===== src/rtl/serial_input_driver.sv =====
// Purpose: serialise one parallel frame MSB-first with a generated serialClock, then strobe pushBuffer.
// Latency: first bit is driven the cycle after accept; busy lasts totalBits*2*halfPeriod + pushWidth cycles.
// Backpressure: inReady is high only in IDLE; inValid/inData are ignored while a frame is in flight.
module serial_input_driver #(
  parameter int numInputs  = 8,
  parameter int dataWidth  = 4,
  parameter int halfPeriod = 2,
  parameter int pushWidth  = 1
) (
  input  logic                           CLOCK_50,
  input  logic                           reset,
  input  logic [numInputs*dataWidth-1:0] inData,
  input  logic                           inValid,
  output logic                           inReady,
  output logic                           serialClock,
  output logic                           serialData,
  output logic                           pushBuffer,
  output logic                           busy
);

  localparam int TOTAL_BITS = numInputs * dataWidth;
  localparam int BIT_W      = (TOTAL_BITS > 1) ? $clog2(TOTAL_BITS) : 1;
  localparam int PHASE_W    = $clog2(halfPeriod) + 1;
  localparam int PUSH_W     = $clog2(pushWidth) + 1;

  localparam logic [BIT_W-1:0]   BIT_LAST   = BIT_W'(TOTAL_BITS - 1);
  localparam logic [PHASE_W-1:0] PHASE_HIGH = PHASE_W'(halfPeriod);
  localparam logic [PHASE_W-1:0] PHASE_END  = PHASE_W'(2 * halfPeriod - 1);
  localparam logic [PUSH_W-1:0]  PUSH_END   = PUSH_W'(pushWidth - 1);

  typedef enum logic [1:0] {
    ST_IDLE  = 2'd0,
    ST_SHIFT = 2'd1,
    ST_PUSH  = 2'd2
  } state_t;

  state_t                  state_q, state_d;
  logic [TOTAL_BITS-1:0]   shift_q, shift_d;        // bits still to be sent, next one in MSB
  logic [BIT_W-1:0]        bit_cnt_q, bit_cnt_d;    // bits remaining after the current one
  logic [PHASE_W-1:0]      phase_cnt_q, phase_cnt_d; // position within the current bit: 0..2*halfPeriod-1
  logic [PUSH_W-1:0]       push_cnt_q, push_cnt_d;
  logic                    in_ready_q, in_ready_d;
  logic                    serial_clock_q, serial_clock_d;
  logic                    serial_data_q, serial_data_d;
  logic                    push_buffer_q, push_buffer_d;
  logic                    busy_q, busy_d;
  logic [PHASE_W-1:0]      phase_inc;

  // Next-state and registered-output computation; every output is a flop so the
  // serial clock and data leave the block glitch-free and aligned.
  always_comb begin
    state_d        = state_q;
    shift_d        = shift_q;
    bit_cnt_d      = bit_cnt_q;
    phase_cnt_d    = phase_cnt_q;
    push_cnt_d     = push_cnt_q;
    in_ready_d     = in_ready_q;
    serial_clock_d = serial_clock_q;
    serial_data_d  = serial_data_q;
    push_buffer_d  = push_buffer_q;
    busy_d         = busy_q;
    phase_inc      = phase_cnt_q + 1'b1;

    case (state_q)
      ST_IDLE: begin
        if (inValid) begin
          // First bit goes straight to the output so it is present in the first LOW cycle.
          serial_data_d  = inData[TOTAL_BITS-1];
          shift_d        = inData << 1;
          bit_cnt_d      = BIT_LAST;
          phase_cnt_d    = '0;
          serial_clock_d = 1'b0;
          in_ready_d     = 1'b0;
          busy_d         = 1'b1;
          state_d        = ST_SHIFT;
        end
      end

      ST_SHIFT: begin
        if (phase_cnt_q == PHASE_END) begin
          serial_clock_d = 1'b0;
          if (bit_cnt_q == '0) begin
            // Last bit's HIGH phase is done; serialData keeps the last bit through PUSH.
            push_cnt_d    = '0;
            push_buffer_d = 1'b1;
            state_d       = ST_PUSH;
          end else begin
            bit_cnt_d     = bit_cnt_q - 1'b1;
            phase_cnt_d   = '0;
            serial_data_d = shift_q[TOTAL_BITS-1];
            shift_d       = shift_q << 1;
          end
        end else begin
          phase_cnt_d    = phase_inc;
          serial_clock_d = (phase_inc >= PHASE_HIGH);
        end
      end

      ST_PUSH: begin
        if (push_cnt_q == PUSH_END) begin
          push_buffer_d = 1'b0;
          serial_data_d = 1'b0;
          busy_d        = 1'b0;
          in_ready_d    = 1'b1;
          state_d       = ST_IDLE;
        end else begin
          push_cnt_d = push_cnt_q + 1'b1;
        end
      end

      default: begin
        state_d        = ST_IDLE;
        serial_clock_d = 1'b0;
        serial_data_d  = 1'b0;
        push_buffer_d  = 1'b0;
        busy_d         = 1'b0;
        in_ready_d     = 1'b1;
      end
    endcase
  end

  // State and output registers; reset abandons any partial frame without a push strobe.
  always_ff @(posedge CLOCK_50) begin
    if (reset) begin
      state_q        <= ST_IDLE;
      shift_q        <= '0;
      bit_cnt_q      <= '0;
      phase_cnt_q    <= '0;
      push_cnt_q     <= '0;
      in_ready_q     <= 1'b1;
      serial_clock_q <= 1'b0;
      serial_data_q  <= 1'b0;
      push_buffer_q  <= 1'b0;
      busy_q         <= 1'b0;
    end else begin
      state_q        <= state_d;
      shift_q        <= shift_d;
      bit_cnt_q      <= bit_cnt_d;
      phase_cnt_q    <= phase_cnt_d;
      push_cnt_q     <= push_cnt_d;
      in_ready_q     <= in_ready_d;
      serial_clock_q <= serial_clock_d;
      serial_data_q  <= serial_data_d;
      push_buffer_q  <= push_buffer_d;
      busy_q         <= busy_d;
    end
  end

  assign inReady     = in_ready_q;
  assign serialClock = serial_clock_q;
  assign serialData  = serial_data_q;
  assign pushBuffer  = push_buffer_q;
  assign busy        = busy_q;

endmodule


===== config.mk =====
export PLATFORM = sky130hd
export DESIGN_NAME = serial_input_driver
export DESIGN_NICKNAME = d
export VERILOG_FILES = /design/src/rtl/serial_input_driver.sv
export SDC_FILE = /design/constraint.sdc
export NUM_CORES = 1
export LEC_CHECK = 0
export ABC_AREA = 1
export CELL_PAD_IN_SITES_DETAIL_PLACEMENT = 1
export CELL_PAD_IN_SITES_GLOBAL_PLACEMENT = 2
export CORE_ASPECT_RATIO = 0.7
export CORE_MARGIN = 3
export CORE_UTILIZATION = 26
export CTS_CLUSTER_DIAMETER = 150
export DETAILED_ROUTE_END_ITERATION = 10
export HOLD_SLACK_MARGIN = 0.08
export PLACE_DENSITY_LB_ADDON = 0.12
export RECOVER_POWER = 25
export SLEW_MARGIN = 15
export SYNTH_ARGS = -nofsm -noshare
export SYNTH_HDL_FRONTEND = slang
export SYNTH_SLANG_ARGS = --single-unit

===== constraint.sdc =====
create_clock -name CLOCK_50 -period 1.3 [get_ports CLOCK_50]
set_input_delay 0.13 -clock CLOCK_50 [delete_from_list [all_inputs] [get_ports CLOCK_50]]
set_output_delay 0.13 -clock CLOCK_50 [all_outputs]
set_load 0.005 [all_outputs]

== Word level (Yosys, flattened, before mapping) ==
Index checks and enable logic that the tools add are counted.

* $add $sub $neg: 3
* Magnitude comparators: 1
* Equal/unequal tests: 9
* Mux-type cells: 36
* Bitwise operators: 3
* Reductions and logical operators: 12

{| class="wikitable"
|+ Operators with widths
! kind !! number
|-
| 32-bit 2-to-1 mux || 3
|-
| 32-bit case mux with 2 select lines || 1
|-
| 4-bit AND reduction || 4
|-
| 5-bit 2-to-1 mux || 3
|-
| 1-bit case mux with 3 select lines || 5
|-
| 2-bit 2-to-1 mux || 7
|-
| 1-bit 2-to-1 mux || 13
|-
| 2-bit inequality test, second input constant || 5
|-
| 5-bit case mux with 2 select lines || 1
|-
| 3-bit AND reduction || 3
|-
| 2-bit case mux with 3 select lines || 1
|-
| 5-bit zero test || 1
|-
| 5-bit by 1-bit subtractor with 5-bit output, second input constant || 1
|-
| 2-bit == test, second input constant || 2
|-
| 2-bit case mux with 2 select lines || 1
|-
| 2-bit nonzero test || 2
|-
| 3-bit inequality test, second input constant || 1
|-
| 1-bit inverter || 3
|-
| 2-bit by 1-bit adder with 2-bit output, second input constant || 1
|-
| 2-bit by 1-bit == test with 1-bit output, second input constant || 1
|-
| 2-bit greater-or-equal comparator, second input constant || 1
|-
| 2-bit zero test || 1
|-
| 1-bit case mux with 2 select lines || 1
|-
| 2-bit AND reduction || 1
|-
| 1-bit adder, second input constant || 1
|}

* Register bits: 47
* Output and inout port bits: 5
* Logic and storage cells: 74

== Depth between registers and ports, before layout ==
Gate-level depths: netlist (run 1).

* Depth after elaboration: 4
* Mapped depth: 9
* Depth with buffers taken out: 9

== Least setup slack after synthesis (run 1) ==
No wires, ideal clock.

* Path kind: reg2reg
* Start point: register bit_cnt_q[0]
* End point: register shift_q[10]
* Setup time: 0.143 ns
* Data arrival time: 1.246 ns
* Setup slack: -0.090 ns
* Stages on the path, launching flop included: 10
* Buffers on the path: 1
* Cell sequence: dfxtp_1 > inv_1 > ha_1 > nand3_1 > nand2_2 > nand2_4 > nand2_8 > buf_6 > nand2_2 > a21oi_2

* Cells in the longest elaborated chain, start to end: 3

{| class="wikitable"
|+ Ends and longest elaborated chain
! item !! line !! source
|-
| start, declared || 39 || <nowiki>logic [BIT_W-1:0] bit_cnt_q, bit_cnt_d;</nowiki>
|-
| start signal, assigned || 138 || <nowiki>bit_cnt_q <= bit_cnt_d;</nowiki>
|-
| 5-bit zero test || 82 || <nowiki>if (bit_cnt_q == '0) begin</nowiki>
|-
| 2-bit inequality test (no source line) || - ||
|-
| 4-bit AND reduction (no source line) || - ||
|-
| end signal, assigned || 137 || <nowiki>shift_q <= shift_d;</nowiki>
|-
| end, declared || 38 || <nowiki>logic [TOTAL_BITS-1:0] shift_q, shift_d;</nowiki>
|}

No other way between the ends.
A chain may end at the register's enable or synchronous reset.

== Worst setup path in the final report (run 1) ==
* Start point: register bit_cnt_q[1]
* End point: register bit_cnt_q[4]

* Cells in the longest elaborated chain, start to end: 4
* Elaborated cells on any way between the ends: 7
* Classes of those cells: add/sub: 1; eq/ne: 1; mux: 3; reduce/logical: 2

{| class="wikitable"
|+ Ends and longest elaborated chain
! item !! line !! source
|-
| 5-bit by 1-bit subtractor with 5-bit output || 88 || <nowiki>bit_cnt_d = bit_cnt_q - 1'b1;</nowiki>
|-
| 5-bit 2-to-1 mux || 82 ||
|-
| 5-bit 2-to-1 mux || 80 || <nowiki>if (phase_cnt_q == PHASE_END) begin</nowiki>
|-
| 5-bit case mux with 2 select lines || 64 || <nowiki>case (state_q)</nowiki>
|}

Parallel ways exist; a longest one is shown, timed or not. The select of a mux whose other input is x is not followed.

==> results.ini, run 1 <==
[final_layout]
layout.cells.non_filler=515
layout-drive-gt1-share_pct=24.8
antennaDiodeCount=0
final_nets=435
fillers=1021
mostFrequentLayoutCell=nand2_1
final_cell_mix=nand2_1, dfxtp_1, nand3_1, clkdlybuf4s50_1, a21oi_1
area_delta_synth_final_pct=49.9
fin_area_mm2=0.00342
fin_util_pct=41.8

[power_and_ir_drop]
power_mw=4.03
powerDensity_mw_per_mm2=1180
ir_worst_vdd_v=0.000477
power_leakage_nw=1.43

[placement]
io_buffers=39
dpl.hpwl_mm=4.34
gp_congestion=0.702
numPlacedInstances=495
placed_area_mm2=0.00293

[worst_hold_path]
hold_path_class=input port to flop
min-delay-start=reset

[floorplan]
die_h_um=84.4
dieWidth_um=118
core_area_mm2=0.00818
rows=27
initial_utilization_pct=27.9
ioPinCount=40
die_area_mm2=0.00996

[sta]
drv_slew=0
min_period_ns=1.37
hold_viol_final=0
setup_viol_count_final=29
rsz0062_at_grt=yes
slew_headroom_pct=84.4
skew_ns=0.00323
worst_pin_slew_ns=0.234
worst_slack_ns=-0.0671
fmax_ghz=0.731
min_period_over_period_pct=105

[cts]
clockRootBuffer=clkbuf_16
cts_buffers=5
clk_latency_ns=0.29
tritoncts=done
hold_buffers=0
cts.sinks=45
clk_pin_slew_ns=0.06
clockBufferDepth=2
h-tree-depth=2

[setup_path]
critPathSlowestCell=dfxtp_2
cp-end-kind=flop
slowest_delay_ns=0.34
worstSetupPathType=flop to flop
arrival_ns=1.55
crit_start=bit_cnt_q[1]
start_kind=flop
reg2reg_from=bit_cnt_q[1]
crit_buf_inv=2
critical_path.top_delay_family=simple AND/OR/NAND/NOR gates
cp.required_ns=1.48
path_cells=inv_2 -> ha_4 -> nand3_4 -> nand2_4 -> nand2_8 -> buf_4 -> nand2_4 -> nor2_1 -> nor2_1
cp_max_fo=8

[synthesis]
synth_area_mm2=0.00228
yosys-top-cells-area=dfxtp_1, nand2_1, nand3_1, a21oi_1, a21oi_2
yosys_warnings=0
synth_top_family_by_area=simple AND/OR/NAND/NOR gates
ys_ff_latch=45
synth-simple-area-share_pct=39.6
synth.area.mux_share_pct=0
synth_adder_area_share_pct=1.10
synth_compound_area_share_pct=12.2
ys_seq_area_share_pct=39.5
syn_inst=335
syn_nets=372
synth_cell_types=24
yosys.area.top_type_share_pct=39.5
synth_area_per_cell_um2=6.81
synth_xor_area_share_pct=0
synth_top_area_cell=dfxtp_1

[detailed_routing]
viasPerCell=4.56
drt_first_iter_violations=92
post_drt_wl_per_cell_um=14.3
routed_wl_mm=7.39
drcViolationCount=0
ant_nets=0
dr.pass1.iters=4
via_count=2347

[run]
drv_cap=0

[global_routing]
grt_start_max_net_pins=39
grt_pass1_vias=2430
grt_pass1_wl_mm=12.2
grt_remaining_overflow=0
antenna_found_initial=0
grt_usage_pct=15.2

[outcome]
violations=setup timing
status=complete, but fails checks

==> sequential cells by signal, summed over array words and instances (netlist names) <==
signal,cells
shift_q,31
bit_cnt_q,5
phase_cnt_q,2
state_q,2
busy,1
inReady,1
pushBuffer,1
serialClock,1
serialData,1
==> final cells by class <==
class | instances | area [µm²] | area share, %
clock buffers | 6 | 129 | 3.77
repair buffers | 72 | 783 | 22.9
multi-input cells | 260 | 1380 | 40.4
inverters | 14 | 62.6 | 1.83
clock inverters | 2 | 10.0 | 0.293
flip-flops and latches | 45 | 910 | 26.6
well taps | 116 | 145 | 4.24
==> timing repair <==
| action | CTS | global route |
|---|---|---|
| gates cloned | 5 | 3 |
| setup endpoints to repair | 38 | 42 |
| buffers inserted | 4 | 0 |
| resized for setup | 15 | 26 |
| pin swaps | 4 | 7 |
==> final timing paths <==
check,endpoint,slack (ns),cells after the start
worst min-delay path,inReady,0.22,3
worst min register to register,inReady,0.46,2
worst max register to register,bit_cnt_q[4],-0.07,9
worst max-delay path,bit_cnt_q[4],-0.07,9
==> cell usage after synthesis (all sizes together) <==
| cell | n |
|---|---|
| inv | 14 |
| nand2 | 150 |
| nand4 | 1 |
| nor3 | 1 |
| ha | 2 |
| nor2 | 13 |
| a21oi | 44 |
| clkbuf | 5 |
| dfxtp | 45 |
| buf | 14 |
| or2 | 2 |
| nand3 | 41 |
| a21boi | 1 |
| o21ai | 2 |
==> power breakdown <==
group          internal, mW  switching (mW)
clock network         0.708           0.550
logic                 0.572           0.627
registers              1.50          0.0730
total                  2.78            1.25
==> routing by layer <==
metal | track usage, % | vias up | wire length (µm)
li1 | - | 1208 | -
met1 | 21.1 | 1092 | 3830
met2 | 23.9 | 42 | 3180
met3 | 3.70 | 5 | 321
met4 | 3.51 | 0 | 55
met5 | 0 | - | 0
==> worst reg2reg max path, delay by kind of cell, from the launching register on <==
| kind | cells | cell delay (ns) |
|---|---|---|
| and+or+nand+nor | 6 | 0.56 |
| DFF | 1 | 0.34 |
| buffers and inverters | 2 | 0.20 |
| adders and majority gates | 1 | 0.16 |
==> metrics by stage <==
| stage | worst slack, ns | hold WS [ns] | TNS (ns) |
|---|---|---|---|
| detailed placement | -0.160 | 0.449 | -4.95 |
| CTS | -0.0497 | 0.225 | -1.16 |
| global route | -0.129 | 0.258 | -3.87 |
| global placement | -0.148 | 0.449 | -4.50 |
| finish | -0.0671 | 0.218 | -0.958 |
| floorplan | 0.00594 | 0.294 | 0 |
==> kinds of logic (layout without fill, tap and decap cells) <==
kind of cell	count (synthesis)	count (layout)
adders and majority gates	2	2
buffers and inverters	33	94
DFF	45	45
AOI/OAI and AO/OA	47	47
and+or+nand+nor	208	211
(Power assumes the default switching activity.)
==> run 2, diff against run 1 <==
--- a/config.mk
+++ b/config.mk
@@ -13,9 +13,9 @@
 export CORE_UTILIZATION = 26
 export CTS_CLUSTER_DIAMETER = 150
 export DETAILED_ROUTE_END_ITERATION = 10
-export HOLD_SLACK_MARGIN = 0.08
 export PLACE_DENSITY_LB_ADDON = 0.12
 export RECOVER_POWER = 25
+export SETUP_SLACK_MARGIN = 0.02
 export SLEW_MARGIN = 15
 export SYNTH_ARGS = -nofsm -noshare
 export SYNTH_HDL_FRONTEND = slang
==> results.ini, run 2 (same netlist as run 1, synthesis figures left out) <==
[sta]
hold_viol_final=0  ; unchanged
skew_ns=0.00408  ; +0.000855 ns
setup_viol_count_final=29  ; unchanged
rsz0062_at_grt=yes
worst_slack_ns=-0.113  ; -0.0462 ns
slew_headroom_pct=80.9  ; -3.5 points
min_period_over_period_pct=109  ; +3.6 points
fmax_ghz=0.708  ; -3.3%
worst_pin_slew_ns=0.287  ; +0.0530 ns
min_period_ns=1.41  ; +0.0462 ns
drv_slew=0  ; unchanged

[final_layout]
fin_area_mm2=0.00351  ; +2.7%
antennaDiodeCount=0  ; unchanged
area_delta_synth_final_pct=54.0
layout-drive-gt1-share_pct=29.4  ; +4.5 points
final_nets=438  ; +0.69%
layout.cells.non_filler=518  ; +0.58%
mostFrequentLayoutCell=nand2_1
largestRegisters=shift_q (31), bit_cnt_q (5)
largest_reg_flops=31  ; unchanged
fillers=1019  ; -0.20%
top_register=shift_q
final_cell_mix=nand2_1, dfxtp_1, clkdlybuf4s50_1, nand3_1

[floorplan]
ioPinCount=40  ; unchanged
die_h_um=84.4  ; unchanged
rows=27  ; unchanged
dieWidth_um=118  ; unchanged
core_area_mm2=0.00818  ; unchanged
die_area_mm2=0.00996  ; unchanged
initial_utilization_pct=27.9  ; unchanged

[setup_path]
start_kind=flop
worstSetupPathType=flop to flop
cp-end-kind=flop
reg2reg_from=phase_cnt_q[0]
rr_endpoint=bit_cnt_q[3]
cp_max_fo=11  ; +3
reg2reg_slack_ns=-0.11  ; -0.05 ns
r2r.worst_path.cells=7  ; -2
arrival_ns=1.63  ; +0.08 ns
cp.required_ns=1.52  ; +0.04 ns

[cts]
h-tree-depth=2  ; unchanged
cts.sinks=45  ; unchanged
clockBufferDepth=2  ; unchanged
clk_pin_slew_ns=0.06  ; about the same
clk_latency_ns=0.29  ; about the same
tritoncts=done
clockRootBuffer=clkbuf_16
cts_buffers=5  ; unchanged
hold_buffers=0  ; unchanged

[placement]
placed_area_mm2=0.00296  ; +1.3%
gp_congestion=0.686  ; -2.3%
io_buffers=39  ; unchanged
dpl.hpwl_mm=4.37  ; +0.68%
dp_slack_ns=-0.195  ; -0.0356 ns
numPlacedInstances=497  ; +0.40%

[detailed_routing]
viasPerCell=4.56  ; about the same
ant_nets=0  ; unchanged
dr.pass1.iters=4  ; unchanged
post_drt_wl_per_cell_um=14.6  ; +2.0%
via_count=2362  ; +0.64%
drcViolationCount=0  ; unchanged
routed_wl_mm=7.58  ; +2.6%
drt_first_iter_violations=94  ; +2.2%

[global_routing]
grt_usage_pct=15.8  ; +0.66 points
antenna_found_initial=0  ; unchanged
grt_remaining_overflow=0  ; unchanged
grt_pass1_wl_mm=12.7  ; +3.6%
grt_pass1_vias=2481  ; +2.1%
grt_start_max_net_pins=39  ; unchanged

[worst_hold_path]
hold_depth=3  ; unchanged
min-delay-start=reset
hold_path_class=input port to flop
hold_end=inReady

[power_and_ir_drop]
ir_worst_vdd_v=0.000456  ; -4.4%
power_leakage_nw=1.47  ; +2.9%
powerDensity_mw_per_mm2=1160  ; -1.1%

[run]
drv_cap=0  ; unchanged

[outcome]
status=complete, but fails checks
violations=setup timing

==> run 2: worst max-delay path, stage by stage (launching register included) <==
cell and delay (ns):
dfxtp_2 0.34, ha_4 0.17, o21ai_4 0.16, inv_4 0.09, bufbuf_16 0.29, nand3_1 0.09
nand2_1 0.07, nor2_1 0.13
==> run 2: worst max-delay path by stage <==
stage	slack, ns	startpoint	endpoint
6_report	-0.11	phase_cnt_q[0]	bit_cnt_q[3]
5_1_grt	-0.16	state_q[0]	bit_cnt_q[3]
4_1_cts	-0.05	bit_cnt_q[0]	bit_cnt_q[0]
3_5_place_dp	-0.20	inValid	bit_cnt_q[4]
3_3_place_gp	-0.16	inValid	bit_cnt_q[4]
2_1_floorplan	0.02	bit_cnt_q[1]	shift_q[10]
==> run 2: what timing repair did <==
action | CTS | global route
gates cloned | 4 | 0
endpoints found under the setup margin | 40 | 45
setup buffers | 7 | 2
pin swaps | 8 | 1
gates resized for setup | 38 | 20
==> run 2: layer usage <==
layer / vias to the layer above / GRT usage, % / share of wire [%]
met1: 1106 / 20.4 / 49
met3: 7 / 3.57 / 3.6
met5: - / 0 / 0
met4: 0 / 3.51 / 0.80
li1: 1208 / - / -
met2: 41 / 27.2 / 46
==> run 2: final cells by class <==
cell class              instances  area, µm²  share of cell area (%)
inverters                      14       60.1                    1.71
clock buffers                   6        129                    3.67
well taps                     116        145                    4.13
flip-flops and latches         45        911                    25.9
multi-input cells             258       1430                    40.8
repair buffers                 77        827                    23.5
clock inverters                 2       10.0                   0.285
==> run 2: power breakdown <==
part           internal, mW  switching [mW]
Sequential             1.50          0.0754
Clock                 0.708           0.552
Combinational         0.612           0.646
Total                  2.82            1.27
==> run 2: per-stage QoR <==
step	utilization, %	hold slack, ns	total power, mW	TNS (ns)
global placement	36.2	0.449	2.54	-4.73
detailed placement	36.2	0.454	2.56	-5.93
global route	43.0	0.288	4.34	-3.45
finish	43.0	0.252	4.09	-0.604
floorplan	-	0.294	2.18	0
CTS	41.9	0.252	4.10	-0.524
==> run 3, diff against run 2 <==
--- a/config.mk
+++ b/config.mk
@@ -9,7 +9,7 @@
 export CELL_PAD_IN_SITES_DETAIL_PLACEMENT = 1
 export CELL_PAD_IN_SITES_GLOBAL_PLACEMENT = 2
 export CORE_ASPECT_RATIO = 0.7
-export CORE_MARGIN = 3
+export CORE_MARGIN = 2
 export CORE_UTILIZATION = 26
 export CTS_CLUSTER_DIAMETER = 150
 export DETAILED_ROUTE_END_ITERATION = 10
==> results.ini, run 3 (same netlist as run 1, synthesis figures left out) <==
[setup_path]
cp_max_fo=7  ; -4
arrival_ns=1.53  ; -0.10 ns
start_kind=flop
cp.required_ns=1.48  ; -0.04 ns
worstSetupPathType=flop to flop
cp-end-kind=flop

[worst_hold_path]
hold_path_class=input port to flop

[placement]
numPlacedInstances=507  ; +2.0%
gp_congestion=0.724  ; +5.5%
io_buffers=39  ; unchanged
dpl.hpwl_mm=4.54  ; +3.8%

[cts]
clk_latency_ns=0.29  ; about the same
clockBufferDepth=2  ; unchanged
cts.sinks=45  ; unchanged
cts_buffers=5  ; unchanged
clockRootBuffer=clkbuf_16
tritoncts=done
clk_pin_slew_ns=0.06  ; about the same
h-tree-depth=2  ; unchanged

[detailed_routing]
post_drt_wl_per_cell_um=14.0  ; -4.1%
ant_nets=0  ; unchanged
drt_first_iter_violations=78  ; -17%
dr.pass1.iters=4  ; unchanged
viasPerCell=4.47  ; -1.9%
drcViolationCount=0  ; unchanged
routed_wl_mm=7.40  ; -2.4%
via_count=2357  ; -0.21%

[sta]
worst_pin_slew_ns=0.309  ; +0.0220 ns
drv_slew=0  ; unchanged
hold_viol_final=0  ; unchanged
slew_headroom_pct=79.4  ; -1.5 points
worst_slack_ns=-0.0541  ; +0.0592 ns
hold_ws_ns=0.0877  ; -0.165 ns
setup_tns_ns=-1.11  ; -0.504 ns
skew_ns=0.00588  ; +0.00179 ns
setup_viol_count_final=38  ; +31%
rsz0062_at_grt=yes
fmax_ghz=0.738  ; +4.4%
min_period_over_period_pct=104  ; -4.6 points
min_period_ns=1.35  ; -0.0592 ns

[floorplan]
die_h_um=82.4  ; -2.4%
die_area_mm2=0.00956  ; -4.0%
dieWidth_um=116  ; -1.7%
ioPinCount=40  ; unchanged
initial_utilization_pct=26.9  ; -1.0 points
rows=28  ; +3.7%
core_area_mm2=0.00848  ; +3.7%

[final_layout]
area.sequential_um2=911  ; unchanged
largestRegisters=shift_q (31), bit_cnt_q (5)
top_register=shift_q
area_delta_synth_final_pct=55.6
antennaDiodeCount=0  ; unchanged
final_cell_mix=nand2_1, dfxtp_1, clkdlybuf4s50_1, a21oi_1, nand3_1
multi_input_area_mm2=0.00144  ; +0.61%
fillers=1052  ; +3.2%
layout.cells.non_filler=527  ; +1.7%
layout-drive-gt1-share_pct=28.3  ; -1.1 points
largest_reg_flops=31  ; unchanged
mostFrequentLayoutCell=nand2_1
fin_util_pct=41.9  ; -1.1 points
final_nets=444  ; +1.4%

[power_and_ir_drop]
power_mw=4.12  ; +0.54%
powerDensity_mw_per_mm2=1160  ; -0.49%
ir_worst_vdd_v=0.000491  ; +7.6%
power_leakage_nw=1.53  ; +4.3%

[outcome]
status=complete, but fails checks
violations=setup timing

[global_routing]
grt_start_max_net_pins=19  ; -51%
grt_remaining_overflow=0  ; unchanged
grt_pass1_wl_mm=11.7  ; -8.1%
grt_usage_pct=15.8  ; -0.072 points
grt_pass1_vias=2283  ; -8.0%
antenna_found_initial=0  ; unchanged

[run]
drv_cap=0  ; unchanged

run 3: critical path, cell delays in order, from the launching register on:
cell,delay [ns]
dfxtp_4,0.36
inv_4,0.07
nand2_8,0.08
o21ai_4,0.25
clkinv_4,0.14
buf_6,0.16
a21oi_2,0.13
nor2_1,0.05
run 3: final timing paths:
check,startpoint,end,slack [ns],depth (start not counted)
hold reg to reg,shift_q[7],shift_q[7],0.46,2
hold / removal,reset,state_q[0],0.09,2
setup / recovery,state_q[1],bit_cnt_q[0],-0.05,7
setup reg to reg,state_q[1],bit_cnt_q[0],-0.05,7
run 3: layout make-up:
type	count	area share, %
multi-input cells	261	40.6
well taps	120	4.23
flip-flops and latches	45	25.7
inverters	14	1.90
repair buffers	79	23.4
repair inverters	1	0.176
clock buffers	7	4.02
run 3: per-layer routing:
layer	up-vias	share of wire [%]	GRT usage, %
li1	1225	-	-
met1	1096	55	22.3
met2	32	41	24.6
met3	4	3.7	2.92
met4	0	0.89	4.64
met5	-	0	0
run 3: what timing repair did:
action | CTS | global route
hold endpoints to repair | 0 | 0
hold buffers | 0 | 0
setup endpoints to repair | 39 | 46
gates cloned | 2 | 6
pin swaps | 7 | 8
gates resized for setup | 29 | 38
buffers inserted | 3 | 2
run 3: through the flow:
stage	instance area, µm²	setup WS (ns)
2_1_floorplan	2310	0.0202
3_3_place_gp	2990	-0.129
3_5_place_dp	2990	-0.173
4_1_cts	3300	-0.0185
5_1_grt	3550	-0.129
6_report	3550	-0.0541
run 3: power breakdown:
part / internal [mW] / leakage, nW / switching, mW / total (mW)
clock: 0.757 / 0.0700 / 0.547 / 1.30
combinational: 0.593 / 1.09 / 0.649 / 1.24
sequential: 1.50 / 0.371 / 0.0735 / 1.57
total: 2.85 / 1.53 / 1.27 / 4.12
